$ cat config.mk
export PLATFORM = sky130hd
export DESIGN_NAME = seg_scan_ctrl
export DESIGN_NICKNAME = d
export VERILOG_FILES = /design/src/rtl/seg_pkg.sv /design/src/rtl/seg_scan_timer.sv /design/src/rtl/seg_scan_ctrl.sv
export SDC_FILE = /design/constraint.sdc
export NUM_CORES = 1
export LEC_CHECK = 0
export BUFFER_PORTS_ARGS = -buffer_cell sky130_fd_sc_hd__buf_2
export CAP_MARGIN = 30
export CORE_MARGIN = 10
export CORE_UTILIZATION = 50
export DETAILED_ROUTE_END_ITERATION = 8
export PLACE_DENSITY = 0.81
export SLEW_MARGIN = 0
export SYNTH_ARGS = -nofsm -noshare
export SYNTH_HDL_FRONTEND = slang
export SYNTH_SLANG_ARGS = --single-unit
$ cat constraint.sdc
create_clock -name clk -period 1.9 [get_ports clk]
set_input_delay 0.19 -clock clk [delete_from_list [all_inputs] [get_ports clk]]
set_output_delay 0.19 -clock clk [all_outputs]
set_load 0.05 [all_outputs]
$ cat src/rtl/seg_pkg.sv
// Shared definitions for the seven-segment display path: nibble width,
// default digit count, width helper and the nibble-slice helper.
package seg_pkg;

    localparam int SEG_NIB_W   = 4;
    localparam int SEG_NUM_DIG = 6;
    localparam int SEG_MAX_DIG = 16;

    typedef enum logic {
        PH_BLANK = 1'b0,
        PH_DRIVE = 1'b1
    } seg_phase_e;

    // Minimum one bit so single-value counters still get a real register.
    function automatic int seg_clog2(input int v);
        int r;
        int x;
        r = 0;
        x = v - 1;
        while (x > 0) begin
            r++;
            x = x >> 1;
        end
        return (r < 1) ? 1 : r;
    endfunction

    function automatic logic [SEG_NIB_W-1:0] seg_nib(
        input logic [SEG_NIB_W*SEG_MAX_DIG-1:0] vec,
        input int unsigned                      i
    );
        return vec[SEG_NIB_W*i +: SEG_NIB_W];
    endfunction

endpackage

$ cat src/rtl/seg_scan_timer.sv
// Slot prescaler: cnt walks one digit slot, idx walks the digits of a frame.
module seg_scan_timer
    import seg_pkg::*;
#(
    parameter int SLOT_CYC = 4,
    parameter int NUM_DIG  = SEG_NUM_DIG,
    parameter int CNT_W    = seg_clog2(SLOT_CYC),
    parameter int IDX_W    = seg_clog2(NUM_DIG)
) (
    input  logic             clk,
    input  logic             rst_n,
    output logic [CNT_W-1:0] cnt_o,
    output logic [IDX_W-1:0] idx_o,
    output logic             slot_wrap_o,
    output logic             frame_wrap_o
);

    logic [CNT_W-1:0] cnt_q, cnt_d;
    logic [IDX_W-1:0] idx_q, idx_d;

    always_comb begin
        slot_wrap_o  = (cnt_q == CNT_W'(SLOT_CYC - 1));
        frame_wrap_o = slot_wrap_o && (idx_q == IDX_W'(NUM_DIG - 1));
        cnt_d        = slot_wrap_o ? '0 : cnt_q + 1'b1;
        idx_d        = idx_q;
        if (frame_wrap_o) begin
            idx_d = '0;
        end else if (slot_wrap_o) begin
            idx_d = idx_q + 1'b1;
        end
    end

    always_ff @(posedge clk or negedge rst_n) begin
        if (!rst_n) begin
            cnt_q <= '0;
            idx_q <= '0;
        end else begin
            cnt_q <= cnt_d;
            idx_q <= idx_d;
        end
    end

    assign cnt_o = cnt_q;
    assign idx_o = idx_q;

endmodule

$ cat src/rtl/seg_scan_ctrl.sv
// Multiplexed seven-segment scan controller with per-frame input snapshot.
// Optional leading-zero suppression: define SEG_SCAN_LEADING_ZERO_BLANK_EN.
module seg_scan_ctrl
    import seg_pkg::*;
#(
    parameter int NUM_DIG   = SEG_NUM_DIG,
    parameter int CLK_FREQ  = 50_000_000,
    parameter int FRAME_HZ  = 200,
    parameter int BLANK_CYC = 16
) (
    input  logic                         clk,
    input  logic                         rst_n,
    input  logic [SEG_NIB_W*NUM_DIG-1:0] digit_data,
    input  logic [NUM_DIG-1:0]           digit_en,
    input  logic [NUM_DIG-1:0]           dp_in,
    output logic [NUM_DIG-1:0]           seg_sel,
    output logic [SEG_NIB_W-1:0]         bin_data,
    output logic                         bin_en,
    output logic                         dp_out,
    output logic                         frame_start
);

    localparam int SLOT_CYC = CLK_FREQ / (FRAME_HZ * NUM_DIG);
    localparam int CNT_W    = seg_clog2(SLOT_CYC);
    localparam int IDX_W    = seg_clog2(NUM_DIG);

    logic [CNT_W-1:0] cnt;
    logic [IDX_W-1:0] idx;
    logic             slot_wrap, frame_wrap;

    seg_scan_timer #(
        .SLOT_CYC (SLOT_CYC),
        .NUM_DIG  (NUM_DIG),
        .CNT_W    (CNT_W),
        .IDX_W    (IDX_W)
    ) u_timer (
        .clk          (clk),
        .rst_n        (rst_n),
        .cnt_o        (cnt),
        .idx_o        (idx),
        .slot_wrap_o  (slot_wrap),
        .frame_wrap_o (frame_wrap)
    );

    // First-cycle-of-slot / first-cycle-of-frame flags; both come out of reset set.
    logic slot_first_q, frame_first_q;

    always_ff @(posedge clk or negedge rst_n) begin
        if (!rst_n) begin
            slot_first_q  <= 1'b1;
            frame_first_q <= 1'b1;
        end else begin
            slot_first_q  <= slot_wrap;
            frame_first_q <= frame_wrap;
        end
    end

    logic [SEG_NIB_W*NUM_DIG-1:0]     snap_data_q, snap_data_d;
    logic [NUM_DIG-1:0]               snap_en_q, snap_en_d;
    logic [NUM_DIG-1:0]               snap_dp_q, snap_dp_d;
    logic [SEG_NIB_W*SEG_MAX_DIG-1:0] data_pad;
    logic                             take;
    logic                             suppress;
    logic                             en_eff;
    seg_phase_e                       phase;

    logic [NUM_DIG-1:0]   seg_sel_q, seg_sel_d;
    logic [SEG_NIB_W-1:0] bin_data_q, bin_data_d;
    logic                 bin_en_q, bin_en_d;
    logic                 dp_out_q, dp_out_d;
    logic                 frame_start_q;

`ifdef SEG_SCAN_LEADING_ZERO_BLANK_EN
    logic [NUM_DIG-1:0] lz;
    logic               zero_above;
`endif

    // Outputs are built from the next snapshot value so the first slot of a
    // frame already shows the freshly captured data.
    always_comb begin
        take        = frame_first_q;
        snap_data_d = take ? digit_data : snap_data_q;
        snap_en_d   = take ? digit_en   : snap_en_q;
        snap_dp_d   = take ? dp_in      : snap_dp_q;

        data_pad                          = '0;
        data_pad[SEG_NIB_W*NUM_DIG-1:0]   = snap_data_d;

`ifdef SEG_SCAN_LEADING_ZERO_BLANK_EN
        zero_above = 1'b1;
        for (int j = NUM_DIG - 1; j >= 0; j--) begin
            zero_above = zero_above & (seg_nib(data_pad, unsigned'(j)) == '0);
            lz[j]      = zero_above;
        end
        suppress = (idx != '0) && lz[idx];
`else
        suppress = 1'b0;
`endif

        en_eff = snap_en_d[idx] & ~suppress;
        // The slot's first cycle is forced blank so adjacent selects never touch.
        phase  = (slot_first_q || (cnt < CNT_W'(BLANK_CYC))) ? PH_BLANK : PH_DRIVE;

        seg_sel_d  = '1;
        bin_en_d   = 1'b0;
        dp_out_d   = 1'b0;
        bin_data_d = seg_nib(data_pad, 32'(idx));
        if (phase == PH_DRIVE && en_eff) begin
            seg_sel_d[idx] = 1'b0;
            bin_en_d       = 1'b1;
            dp_out_d       = snap_dp_d[idx];
        end
    end

    always_ff @(posedge clk or negedge rst_n) begin
        if (!rst_n) begin
            snap_data_q   <= '0;
            snap_en_q     <= '0;
            snap_dp_q     <= '0;
            seg_sel_q     <= '1;
            bin_data_q    <= '0;
            bin_en_q      <= 1'b0;
            dp_out_q      <= 1'b0;
            frame_start_q <= 1'b0;
        end else begin
            snap_data_q   <= snap_data_d;
            snap_en_q     <= snap_en_d;
            snap_dp_q     <= snap_dp_d;
            seg_sel_q     <= seg_sel_d;
            bin_data_q    <= bin_data_d;
            bin_en_q      <= bin_en_d;
            dp_out_q      <= dp_out_d;
            frame_start_q <= take;
        end
    end

    assign seg_sel     = seg_sel_q;
    assign bin_data    = bin_data_q;
    assign bin_en      = bin_en_q;
    assign dp_out      = dp_out_q;
    assign frame_start = frame_start_q;

endmodule

==> flow_metrics.env <==
export IMPL_finalPower_w=0.00312
export IMPL_hp_class="input port to register"
export IMPL_synthCells=241
export IMPL_area_growth_pct=23.3
export IMPL_ys_ff_latch=70
export IMPL_crit_type="register to register"
export IMPL_drv_slew=0
export IMPL_synth_edf_count=0
export IMPL_antennaDiodeCount=0
export IMPL_antenna_found_initial=0
export IMPL_vias=2049
export IMPL_worstSetupEndpointType="register"
export IMPL_tightestPinTransition_ns=0.514
export IMPL_drive_gt1_share_pct=40.5
export IMPL_hold_violations=0
export IMPL_outcome="finished, final reports clean"
export IMPL_critical_path_arrival_ns=2.06
export IMPL_synth_distinct_cells=45
export IMPL_num_io_pins=51
export IMPL_grt_pass1_vias=2135
export IMPL_fin_crit_ns=1.82
export IMPL_clk_latency_ns=0.35
export IMPL_synth_fp_nets=283
export IMPL_final_util_pct=63.8
export IMPL_r2r_slack_ns=0.08
export IMPL_worst_clock_skew_ns=0.00805
export IMPL_max_freq_mhz=548
export IMPL_die_area_mm2=0.00966
export IMPL_yosysWarnings=0
export IMPL_layout_commonest_cell="dfrtp_1"
export IMPL_grt_max_degree=71
export IMPL_core_area_mm2=0.00592
export IMPL_multi_input_area_mm2=0.00123
export IMPL_start_kind="register"
export IMPL_cts_max_level=3
export IMPL_required_ns=2.14
export IMPL_rr_endpoint="dp_out"
export IMPL_start_util_pct=51.8
export IMPL_die_w_um=98.3
export IMPL_wl_per_cell_um=17.0
export IMPL_max_cap_violations=0
export IMPL_numCtsBuffers=9
export IMPL_clkTransAtPathRegs_ns=0.07
export IMPL_cts_root_buf="clkbuf_8"
export IMPL_grt_use_total_pct=13.3
export IMPL_n_fill_cell=437
export IMPL_drc=0
export IMPL_grt_overflow_total=0
export IMPL_r2r_start="frame_first_q"
export IMPL_wl_mm=6.54
export IMPL_endpoint="dp_out"
export IMPL_dpl_hpwl_mm=4.56
export IMPL_setup_viol=0
export IMPL_drt_iter0_markers=104
export IMPL_drt_pass1_iter_count=4
export IMPL_via_per_inst=5.34
export IMPL_fin_nets=346
export IMPL_port_buffers=50
export IMPL_ir_worst_vdd_v=0.000418
export IMPL_die_h_um=98.3
export IMPL_cts_max_path_buffers=2
export IMPL_powerDensity_mw_per_mm2=825
export IMPL_fp_row_count=28
export IMPL_slew_headroom_pct=65.4
export IMPL_netlist_area_mm2=0.00307
export IMPL_cts_tree="yes"
export IMPL_post_route_period_util_pct=96.0
export IMPL_final_cell_mix="62 x dfrtp_1, 50 x buf_2, 34 x mux2_2"
export IMPL_antenna_left=0
export IMPL_r2r_worst_path_cells=5
export IMPL_synthArstFlopShare_pct=100
export IMPL_cp_startpoint="frame_first_q"
export IMPL_cts_sinks=70
export IMPL_grt_pass1_wl_mm=10.5
export IMPL_ys_flop_type="dfrtp_1"
export IMPL_regArea_mm2=0.00176
export IMPL_syn_area_per_cell_um2=12.7
export IMPL_place_congestion=0.855
export IMPL_ys_seq_area_share_pct=57.5
export IMPL_p_leak_nw=1.78
export IMPL_critPathMaxFanout=9
[kinds of logic (layout without fill, tap and decap cells)]
logic type	Yosys count	in the layout	synth area share, %
AND/OR/NAND/NOR	69	69	12.0
adder cells (fa/ha/maj)	4	4	1.63
AO/OA/AOI/OAI	26	26	6.57
flip-flops	70	70	57.5
buffers and inverters	17	85	2.69
multiplexers	42	42	16.0
XOR/XNOR	13	13	3.71
[routing by layer]
| layer | global-route usage, % | share of wire (%) |
|---|---|---|
| met1 | 16.2 | 43 |
| met2 | 20.7 | 48 |
| met3 | 4.02 | 6.4 |
| met4 | 7.50 | 2.5 |
| met5 | 0 | 0 |
[stage by stage]
stage / setup slack, ns / area [um2] / hold slack (ns) / std cells / TNS (ns)
final: 0.0765 / 3780 / 0.0918 / 384 / 0
after global routing: -0.000435 / 3780 / 0.0901 / 384 / -0.000435
after CTS: 0.0334 / 3730 / 0.0859 / 382 / 0
after detailed placement: 0.0513 / 3460 / 0.236 / 365 / 0
after global placement: 0.0735 / 3460 / 0.238 / 365 / 0
after floorplan: 0.0340 / 3070 / -0.106 / 241 / 0
[what timing repair did]
action | CTS | global route
setup buffers | 0 | 1
hold buffers | 1 | 0
hold endpoints to repair | 62 | 0
endpoints found under the setup margin | 0 | 1
resized for setup | 0 | 1
[sequential cells by signal, indices dropped and copies added (netlist names)]
signal / flops
snap_en_q: 6
dp_out: 1
slot_first_q: 1
snap_dp_q: 6
frame_first_q: 1
u_timer.cnt_o: 16
seg_sel: 6
snap_data_q: 24
u_timer.idx_o: 3
bin_data: 4
frame_start: 1
bin_en: 1
[power by group]
group          switching (W)  internal (W)  leakage (nW)
logic              0.0000393     0.0000325         0.717
clock network       0.000550       0.00101         0.130
registers                  0       0.00149         0.936
total               0.000590       0.00253          1.78
[worst min path at each step]
stage	startpoint	to	slack, ns	depth (start not counted)
finish	dp_in[1]	snap_dp_q[1]	0.09	2
global route	digit_data[18]	snap_data_q[18]	0.09	2
CTS	dp_in[1]	snap_dp_q[1]	0.09	2
detailed placement	rst_n	snap_data_q[8]	0.24	2
global placement	rst_n	snap_data_q[20]	0.24	2
floorplan	rst_n	bin_data[0]	-0.11	0
[critical path, stage by stage, from the launching register on]
cell and delay (ns):
dfstp_2 0.59, buf_12 0.14, mux2_4 0.17, a22oi_2 0.08, or3_1 0.40, a2111oi_4 0.34
[cells in the mapped netlist (3+ instances only)]
master    instances  share of area [%]
nor2_1           15                1.8
nand2_1          11                1.3
a21oi_1           3               0.49
inv_1             6               0.73
and3_1            3               0.61
dfrtp_1          62                 51
a22oi_1           7                1.7
ha_1              4                1.6
buf_2             6               0.98
dfstp_2           8                6.9
nand2b_1          3               0.61
nor2b_1           4               0.82
nand3_1          12                2.0
o21ai_0           3               0.49
mux2i_1           5                1.6
nor3_1            5               0.82
nand4_1           4               0.82
xnor2_1          13                3.7
mux2_2           34                 12
[final cells by class]
| class | count | area share [%] |
|---|---|---|
| tap | 75 | 2.48 |
| inverter | 6 | 0.596 |
| multi-input combinational | 154 | 32.6 |
| timing repair buffer | 63 | 10.7 |
| clock buffer | 10 | 3.38 |
| clock inverter | 6 | 3.54 |
| sequential | 70 | 46.6 |
Power figures use the tool's default switching activity.
